===== src/rtl/div_ctrl.sv =====
// Sequencing controller sharing one unsigned multi-cycle divider core between
// div/mod/divu/modu: sign pre-processing, stream handshake, fix-up, flush drain.
module div_ctrl #(
  parameter int WIDTH = 32
) (
  input  logic               clk,
  input  logic               reset,
  input  logic               req_valid,
  input  logic [3:0]         req_op,
  input  logic [WIDTH-1:0]   req_src1,
  input  logic [WIDTH-1:0]   req_src2,
  input  logic               out_ready,
  input  logic               flush,
  output logic               div_stall,
  output logic               res_valid,
  output logic [WIDTH-1:0]   res_data,
  output logic               core_dividend_tvalid,
  input  logic               core_dividend_tready,
  output logic [WIDTH-1:0]   core_dividend_tdata,
  output logic               core_divisor_tvalid,
  input  logic               core_divisor_tready,
  output logic [WIDTH-1:0]   core_divisor_tdata,
  input  logic               core_dout_tvalid,
  input  logic [2*WIDTH-1:0] core_dout_tdata
);

  typedef enum logic [2:0] {IDLE, ISSUE, WAIT, DONE, DRAIN} state_t;

  state_t           state, state_next;
  logic             s1_q, s2_q, sel_quot_q;
  logic             dvd_sent, dvs_sent, flush_seen;
  logic [WIDTH-1:0] dividend_q, divisor_q, res_q;

  logic             req_signed, req_is_rem, req_is_quot, req_s1, req_s2, req_zero, accept;
  logic             dvd_fire, dvs_fire, dvd_done, dvs_done;
  logic [WIDTH-1:0] q_raw, r_raw, q_fix, r_fix, res_fix, zero_res;

  // op bits: [0]=div, [1]=mod, [2]=divu, [3]=modu
  assign req_signed  = req_op[0] | req_op[1];
  assign req_is_rem  = req_op[1] | req_op[3];
  assign req_is_quot = req_op[0] | req_op[2];
  assign req_s1      = req_src1[WIDTH-1] & req_signed;
  assign req_s2      = req_src2[WIDTH-1] & req_signed;
  assign req_zero    = (req_src2 == '0);
  assign accept      = req_valid & ~flush;
  assign zero_res    = req_is_rem ? req_src1 : '0;

  assign dvd_fire = core_dividend_tvalid & core_dividend_tready;
  assign dvs_fire = core_divisor_tvalid & core_divisor_tready;
  assign dvd_done = dvd_sent | dvd_fire;
  assign dvs_done = dvs_sent | dvs_fire;

  // Magnitudes were divided; restore signs (0x80000000 / -1 wraps to itself)
  assign q_raw   = core_dout_tdata[2*WIDTH-1:WIDTH];
  assign r_raw   = core_dout_tdata[WIDTH-1:0];
  assign q_fix   = (s1_q ^ s2_q) ? (~q_raw + 1'b1) : q_raw;
  assign r_fix   = s1_q ? (~r_raw + 1'b1) : r_raw;
  assign res_fix = sel_quot_q ? q_fix : r_fix;

  always_ff @(posedge clk) begin
    if (reset) state <= IDLE;
    else       state <= state_next;
  end

  always_comb begin
    state_next = state;
    case (state)
      IDLE:  if (accept) state_next = req_zero ? DONE : ISSUE;
      ISSUE: if (dvd_done && dvs_done) state_next = (flush_seen || flush) ? DRAIN : WAIT;
      WAIT: begin
        if (core_dout_tvalid) state_next = flush ? IDLE : DONE;
        else if (flush)       state_next = DRAIN;
      end
      DRAIN: if (core_dout_tvalid) state_next = IDLE;
      DONE:  if (out_ready || flush) state_next = IDLE;
      default: state_next = IDLE;
    endcase
  end

  always_comb begin
    core_dividend_tvalid = (state == ISSUE) && !dvd_sent;
    core_divisor_tvalid  = (state == ISSUE) && !dvs_sent;
    res_valid            = (state == DONE);
  end

  // Operand latches, per-channel handshake tracking and the held result
  always_ff @(posedge clk) begin
    if (reset) begin
      s1_q       <= 1'b0;
      s2_q       <= 1'b0;
      sel_quot_q <= 1'b0;
      dvd_sent   <= 1'b0;
      dvs_sent   <= 1'b0;
      flush_seen <= 1'b0;
      dividend_q <= '0;
      divisor_q  <= '0;
      res_q      <= '0;
    end else begin
      case (state)
        IDLE: begin
          dvd_sent   <= 1'b0;
          dvs_sent   <= 1'b0;
          flush_seen <= 1'b0;
          if (accept) begin
            s1_q       <= req_s1;
            s2_q       <= req_s2;
            sel_quot_q <= req_is_quot;
            dividend_q <= req_s1 ? (~req_src1 + 1'b1) : req_src1;
            divisor_q  <= req_s2 ? (~req_src2 + 1'b1) : req_src2;
            if (req_zero) res_q <= zero_res;
          end
        end
        ISSUE: begin
          if (dvd_fire) dvd_sent <= 1'b1;
          if (dvs_fire) dvs_sent <= 1'b1;
          if (flush)    flush_seen <= 1'b1;
        end
        WAIT: begin
          if (core_dout_tvalid && !flush) res_q <= res_fix;
        end
        default: ;
      endcase
    end
  end

  assign core_dividend_tdata = dividend_q;
  assign core_divisor_tdata  = divisor_q;
  assign res_data            = res_q;
  assign div_stall           = req_valid & ~res_valid;

endmodule


===== config.mk =====
export PLATFORM = sky130hd
export DESIGN_NAME = div_ctrl
export DESIGN_NICKNAME = d
export VERILOG_FILES = /design/src/rtl/div_ctrl.sv
export SDC_FILE = /design/constraint.sdc
export NUM_CORES = 1
export LEC_CHECK = 0
export ABC_CLOCK_PERIOD_IN_PS = 3510
export BUFFER_PORTS_ARGS = -buffer_cell sky130_fd_sc_hd__buf_2
export CAP_MARGIN = 20
export CORE_ASPECT_RATIO = 0.6
export CORE_MARGIN = 5
export CORE_UTILIZATION = 41
export DETAILED_ROUTE_END_ITERATION = 6
export PLACE_DENSITY = 0.68
export SKIP_CTS_REPAIR_TIMING = 1
export SYNTH_ARGS = -nofsm -noshare
export SYNTH_HDL_FRONTEND = slang
export SYNTH_SLANG_ARGS = --single-unit

===== constraint.sdc =====
create_clock -name clk -period 3.51 [get_ports clk]
set_input_delay 0 -clock clk [delete_from_list [all_inputs] [get_ports clk]]
set_output_delay 0 -clock clk [all_outputs]
set_load 0.01 [all_outputs]

==> impl_results.md <==
- Crit-path cells: or3b_2 -> nor3_1 -> nor2_1 -> buf_4 -> a311oi_1 -> nor3_1
- Count of state elements after synthesis: approximately 110
- Adder and majority cell fraction of the synthesized area: 0.006880
- Number of distinct library cells after synthesis: 69
- Count of final max-slew check failures: 0
- Maximum single-stage delay on the critical path: between 600 and 700 ps
- Post-DP HPWL: around 21 mm
- Number of clock sinks: 105
- Area growth from synthesis to layout: 24.79%
- Critical Path Sink: res_data[1]
- Instance area after placement: a little under 0.009 mm^2
- Worst reg-to-reg path cell count: 6
- DR iter-0 viols: between 800 and 900
- Violated checks: hold timing
- Fillers: ~1.7k
- Setup violations, final: 0
- Yosys Warn Count: 0
- Top Family by Delay on Critical Path: simple AND/OR/NAND/NOR gates
- Die Span Y: 113.2 um
- Critical path startpoint category: flop
- Post-Synth XOR/XNOR Area: 0.1252
- Wire length of the first global-routing pass: around 42 mm
- Number of optimization iterations in the first detailed-route pass: 5
- Fraction of registers with async set or reset after synthesis: 0
- Clock buffers created by TritonCTS: 9
- Sequential cell area in the final layout: 0.002102 mm^2
- Number of H-tree levels: 3
- Hold slack final: -26.59 ps
- Highest achievable clock rate: 354.7 MHz
- Slew at the pin with the worst max-slew slack: approximately 990 ps
- Fraction of the mapped netlist area in compound gates: 0.2776
- Average via count per standard cell: between 5 and 6
- Launch instance of the worst register-to-register path: state[1]
- Max-cap violation count: 0
- Reg-to-reg critical path endpoint: res_data[1]
- Data arrival at the endpoint of the critical path: about 3000 ps
- Critical Path RT: between 3000 and 4000 ps
- P_leak: between 0.003 and 0.004 uW
- Peak supply drop: 0.2750 mV
- CTS tree: yes
- Number of nets produced by synthesis: roughly 1.1k
- Global-route track usage on met3: 0.06617
- CP startpoint: state[1]
- Endpoint class of the critical path: flop
- Total number of nets in the final design: about 1.3k
- Total number of cells along the worst setup path: 6
- Floorplan row count: 37
- Clock tree root buffer cell: sky130_fd_sc_hd__clkbuf_16
- Antenna violations before repair: 4
- Via count of the first global-routing pass: 7463
- Clock-pin slew of the registers on the worst-case setup and hold paths: 70 ps
- Worst reg2reg setup slack: approximately 700 ps
- Worst Path Buf+Inv: 1
- Clk buf depth: 2
- Final RePlAce weighted congestion: roughly 0.94
- Port buffer count: 239
- Headroom to the max-slew limit: 0.3397
- Area occupied by multi-input gates: about 0.0049 mm^2
- Post-Route WL: about 27 mm
- Min-Delay Path Class: input pin to flop
- DRC violations left: 0
- Avg Cell Area, Syn: 7.780 um^2
- Most Crowded Layer GR: met1
- Non-Filler Cell Area, Final: just over 0.009 mm^2
- Count of endpoints failing hold in the final timing report: 7
- Met2 track demand over resource in global routing: 0.3474
- Primary FF master, synth: sky130_fd_sc_hd__dfxtp_1
- Clock Latency Late Sink: about 350 ps
- Setup total negative slack: 0 ps
- Overall die area: a little over 0.02 mm^2
- Residual overflow from global routing: 0
- Via count: just over 8k
- Cell seen most often among critical-path stages: sky130_fd_sc_hd__nor3_1
- Mapped Cells: 935
- Final worst clock skew: between 8 and 9 ps
- Post-Synthesis Cell Area: between 0.007 and 0.008 mm^2
- GRT Overall Usage: 0.2528
- Die X-Extent: ~180 um
- Unrepaired setup endpoints after global routing: no
- Maximum number of pins on one net before global-route repair: 84
- Ratio of cells with drive above 1 in the final layout: 0.2715
- Number of nets with antenna violations after routing: 0
- Result of the run: finished, violations left
- Core Region: approximately 0.017 mm^2
- Areal power density over the cells: 403.3 mW/mm^2
- Main combinational cell family by area after synthesis: compound AO/OA/AOI/OAI gates
- Multiplexer share of the synthesized area: 0.01531
- Number of enable flip-flop cells after synthesis: 0
- Fraction of the core area covered by cells at the end of the flow: 0.5257
- Maximum net fanout on the critical path: 13
- Per-cell routed wire length: around 20 um
- Sequential element share of the synthesized area: 0.2890
- Initial Utilization: 0.4213
- Ratio of final minimum period to clock period: 0.8032
- Top-level I/O count: 240
- Cell at the slowest stage of the critical path: sky130_fd_sc_hd__or3b_2
- Post-Synth Simple-Gate Area: 0.2387
- Fraction of met1 tracks used by global routing: 0.3881
- Final critical-path required period: around 2800 ps
- Type of the worst setup path: flop to flop
## logic make-up after synthesis
group,Yosys count
buffers and inverters,83
and+or+nand+nor,335
xor gates and xnor gates,104
AOI/OAI and AO/OA,293
muxes,11
adders and majority gates,4
DFF,105
## how the worst min path moves through the flow
stage / start / to / slack (ps) / cells after the start
after global routing: req_src1[6] / core_dividend_tdata[6] / 2 / 3
after CTS: req_src2[0] / core_divisor_tdata[0] / -80 / 3
after global placement: req_src2[0] / core_divisor_tdata[0] / 290 / 3
after floorplan: req_src1[0] / core_dividend_tdata[0] / 140 / 2
final: core_divisor_tready / dvs_sent / -30 / 3
after detailed placement: req_src2[0] / core_divisor_tdata[0] / 300 / 3
## report_power, final
group | total (uW) | internal [uW] | switching (uW)
clock network | 957 | 489 | 468
registers | 1450 | 1330 | 116
logic | 1250 | 509 | 745
total | 3660 | 2330 | 1330
## sequential cells by signal (all words and copies together) (netlist names)
register,count
state,3
dvs_sent,1
res_data,32
s1_q,1
dvd_sent,1
sel_quot_q,1
flush_seen,1
core_dividend_tdata,32
core_divisor_tdata,32
s2_q,1
## synth_stat cells, types with 3 or more instances
cell / n / area (um^2)
sky130_fd_sc_hd__a211oi_2: 3 / 37.54
sky130_fd_sc_hd__or3_1: 23 / 143.9
sky130_fd_sc_hd__nand2_1: 52 / 195.2
sky130_fd_sc_hd__nor2b_1: 3 / 18.77
sky130_fd_sc_hd__dfxtp_1: 105 / 2102
sky130_fd_sc_hd__xnor2_1: 53 / 464.2
sky130_fd_sc_hd__a31oi_1: 11 / 68.82
sky130_fd_sc_hd__o21ai_1: 3 / 15.01
sky130_fd_sc_hd__a311oi_1: 11 / 96.34
sky130_fd_sc_hd__or4_1: 17 / 127.6
sky130_fd_sc_hd__a41oi_1: 5 / 43.79
sky130_fd_sc_hd__a22oi_1: 9 / 67.56
sky130_fd_sc_hd__nor4_2: 3 / 37.54
sky130_fd_sc_hd__xor2_1: 51 / 446.7
sky130_fd_sc_hd__mux2i_1: 10 / 100.1
sky130_fd_sc_hd__nor3b_1: 3 / 22.52
sky130_fd_sc_hd__a21oi_1: 57 / 285.3
sky130_fd_sc_hd__and3_1: 3 / 18.77
sky130_fd_sc_hd__o22ai_1: 5 / 31.28
sky130_fd_sc_hd__buf_6: 3 / 33.78
sky130_fd_sc_hd__nor4_1: 18 / 112.6
sky130_fd_sc_hd__o41ai_1: 19 / 166.4
sky130_fd_sc_hd__nor2_1: 112 / 420.4
sky130_fd_sc_hd__inv_1: 16 / 60.06
sky130_fd_sc_hd__and2_1: 5 / 31.28
sky130_fd_sc_hd__o21a_1: 3 / 22.52
sky130_fd_sc_hd__a221oi_1: 10 / 87.58
sky130_fd_sc_hd__buf_1: 3 / 11.26
sky130_fd_sc_hd__nand4_1: 5 / 31.28
sky130_fd_sc_hd__ha_1: 4 / 50.05
sky130_fd_sc_hd__o211ai_1: 10 / 75.07
sky130_fd_sc_hd__nand3_1: 21 / 105.1
sky130_fd_sc_hd__nor4b_1: 3 / 26.28
sky130_fd_sc_hd__o41ai_2: 3 / 48.80
sky130_fd_sc_hd__nand2b_1: 9 / 56.30
sky130_fd_sc_hd__o21ai_0: 60 / 300.3
sky130_fd_sc_hd__clkbuf_1: 57 / 214.0
sky130_fd_sc_hd__or2_2: 7 / 43.79
sky130_fd_sc_hd__o31ai_1: 16 / 120.1
sky130_fd_sc_hd__a211oi_1: 50 / 375.4
sky130_fd_sc_hd__nor3_1: 38 / 190.2
## metal layers
metal | routed length [um] | vias up
met2 | 10840 | 373
met1 | 12910 | 3762
li1 | - | 3943
met4 | 492 | 6
met5 | 34 | -
met3 | 2737 | 42
## tightest hold or removal path, stage by stage
cell	delay, ps
sky130_fd_sc_hd__buf_2	90
sky130_fd_sc_hd__a21oi_1	60
sky130_fd_sc_hd__nor3_1	110
## layout make-up
class,count,area share
diodes,2,0.0005513
clock buffers,9,0.02481
clock inverters,6,0.005651
inverters,16,0.006616
multi-input cells,747,0.5348
flip-flops and latches,105,0.2316
well taps,234,0.03225
repair buffers,270,0.1637
## stage by stage
stage | hold WS [ps] | instances | setup WS (ps) | power, uW
floorplan | 136.0 | 935 | 1383 | 2193
global placement | 289.4 | 1364 | 765.0 | 2705
detailed placement | 299.2 | 1364 | 613.0 | 2711
CTS | -79.41 | 1379 | 759.7 | 3676
global route | 1.537 | 1388 | 394.9 | 3884
finish | -26.59 | 1389 | 690.8 | 3661
## placed cells by master, fill, tap and decap left out, types with 8 or more instances in the layout
| cell | instances |
|---|---|
| sky130_fd_sc_hd__nand2_1 | 52 |
| sky130_fd_sc_hd__a211oi_1 | 50 |
| sky130_fd_sc_hd__buf_4 | 20 |
| sky130_fd_sc_hd__o31ai_1 | 16 |
| sky130_fd_sc_hd__mux2i_1 | 10 |
| sky130_fd_sc_hd__a21oi_1 | 57 |
| sky130_fd_sc_hd__inv_1 | 16 |
| sky130_fd_sc_hd__o41ai_1 | 19 |
| sky130_fd_sc_hd__a221oi_1 | 10 |
| sky130_fd_sc_hd__dfxtp_1 | 105 |
| sky130_fd_sc_hd__or4_1 | 17 |
| sky130_fd_sc_hd__clkbuf_16 | 9 |
| sky130_fd_sc_hd__xnor2_1 | 53 |
| sky130_fd_sc_hd__nor4_1 | 17 |
| sky130_fd_sc_hd__dlygate4sd3_1 | 8 |
| sky130_fd_sc_hd__o211ai_1 | 10 |
| sky130_fd_sc_hd__a22oi_1 | 9 |
| sky130_fd_sc_hd__o21ai_0 | 60 |
| sky130_fd_sc_hd__or3_1 | 23 |
| sky130_fd_sc_hd__nand2b_1 | 9 |
| sky130_fd_sc_hd__a311oi_1 | 11 |
| sky130_fd_sc_hd__nand3_1 | 21 |
| sky130_fd_sc_hd__nor2_1 | 112 |
| sky130_fd_sc_hd__nor3_1 | 38 |
| sky130_fd_sc_hd__buf_2 | 239 |
| sky130_fd_sc_hd__xor2_1 | 51 |
| sky130_fd_sc_hd__a31oi_1 | 11 |
Power figures use the tool's default switching activity.
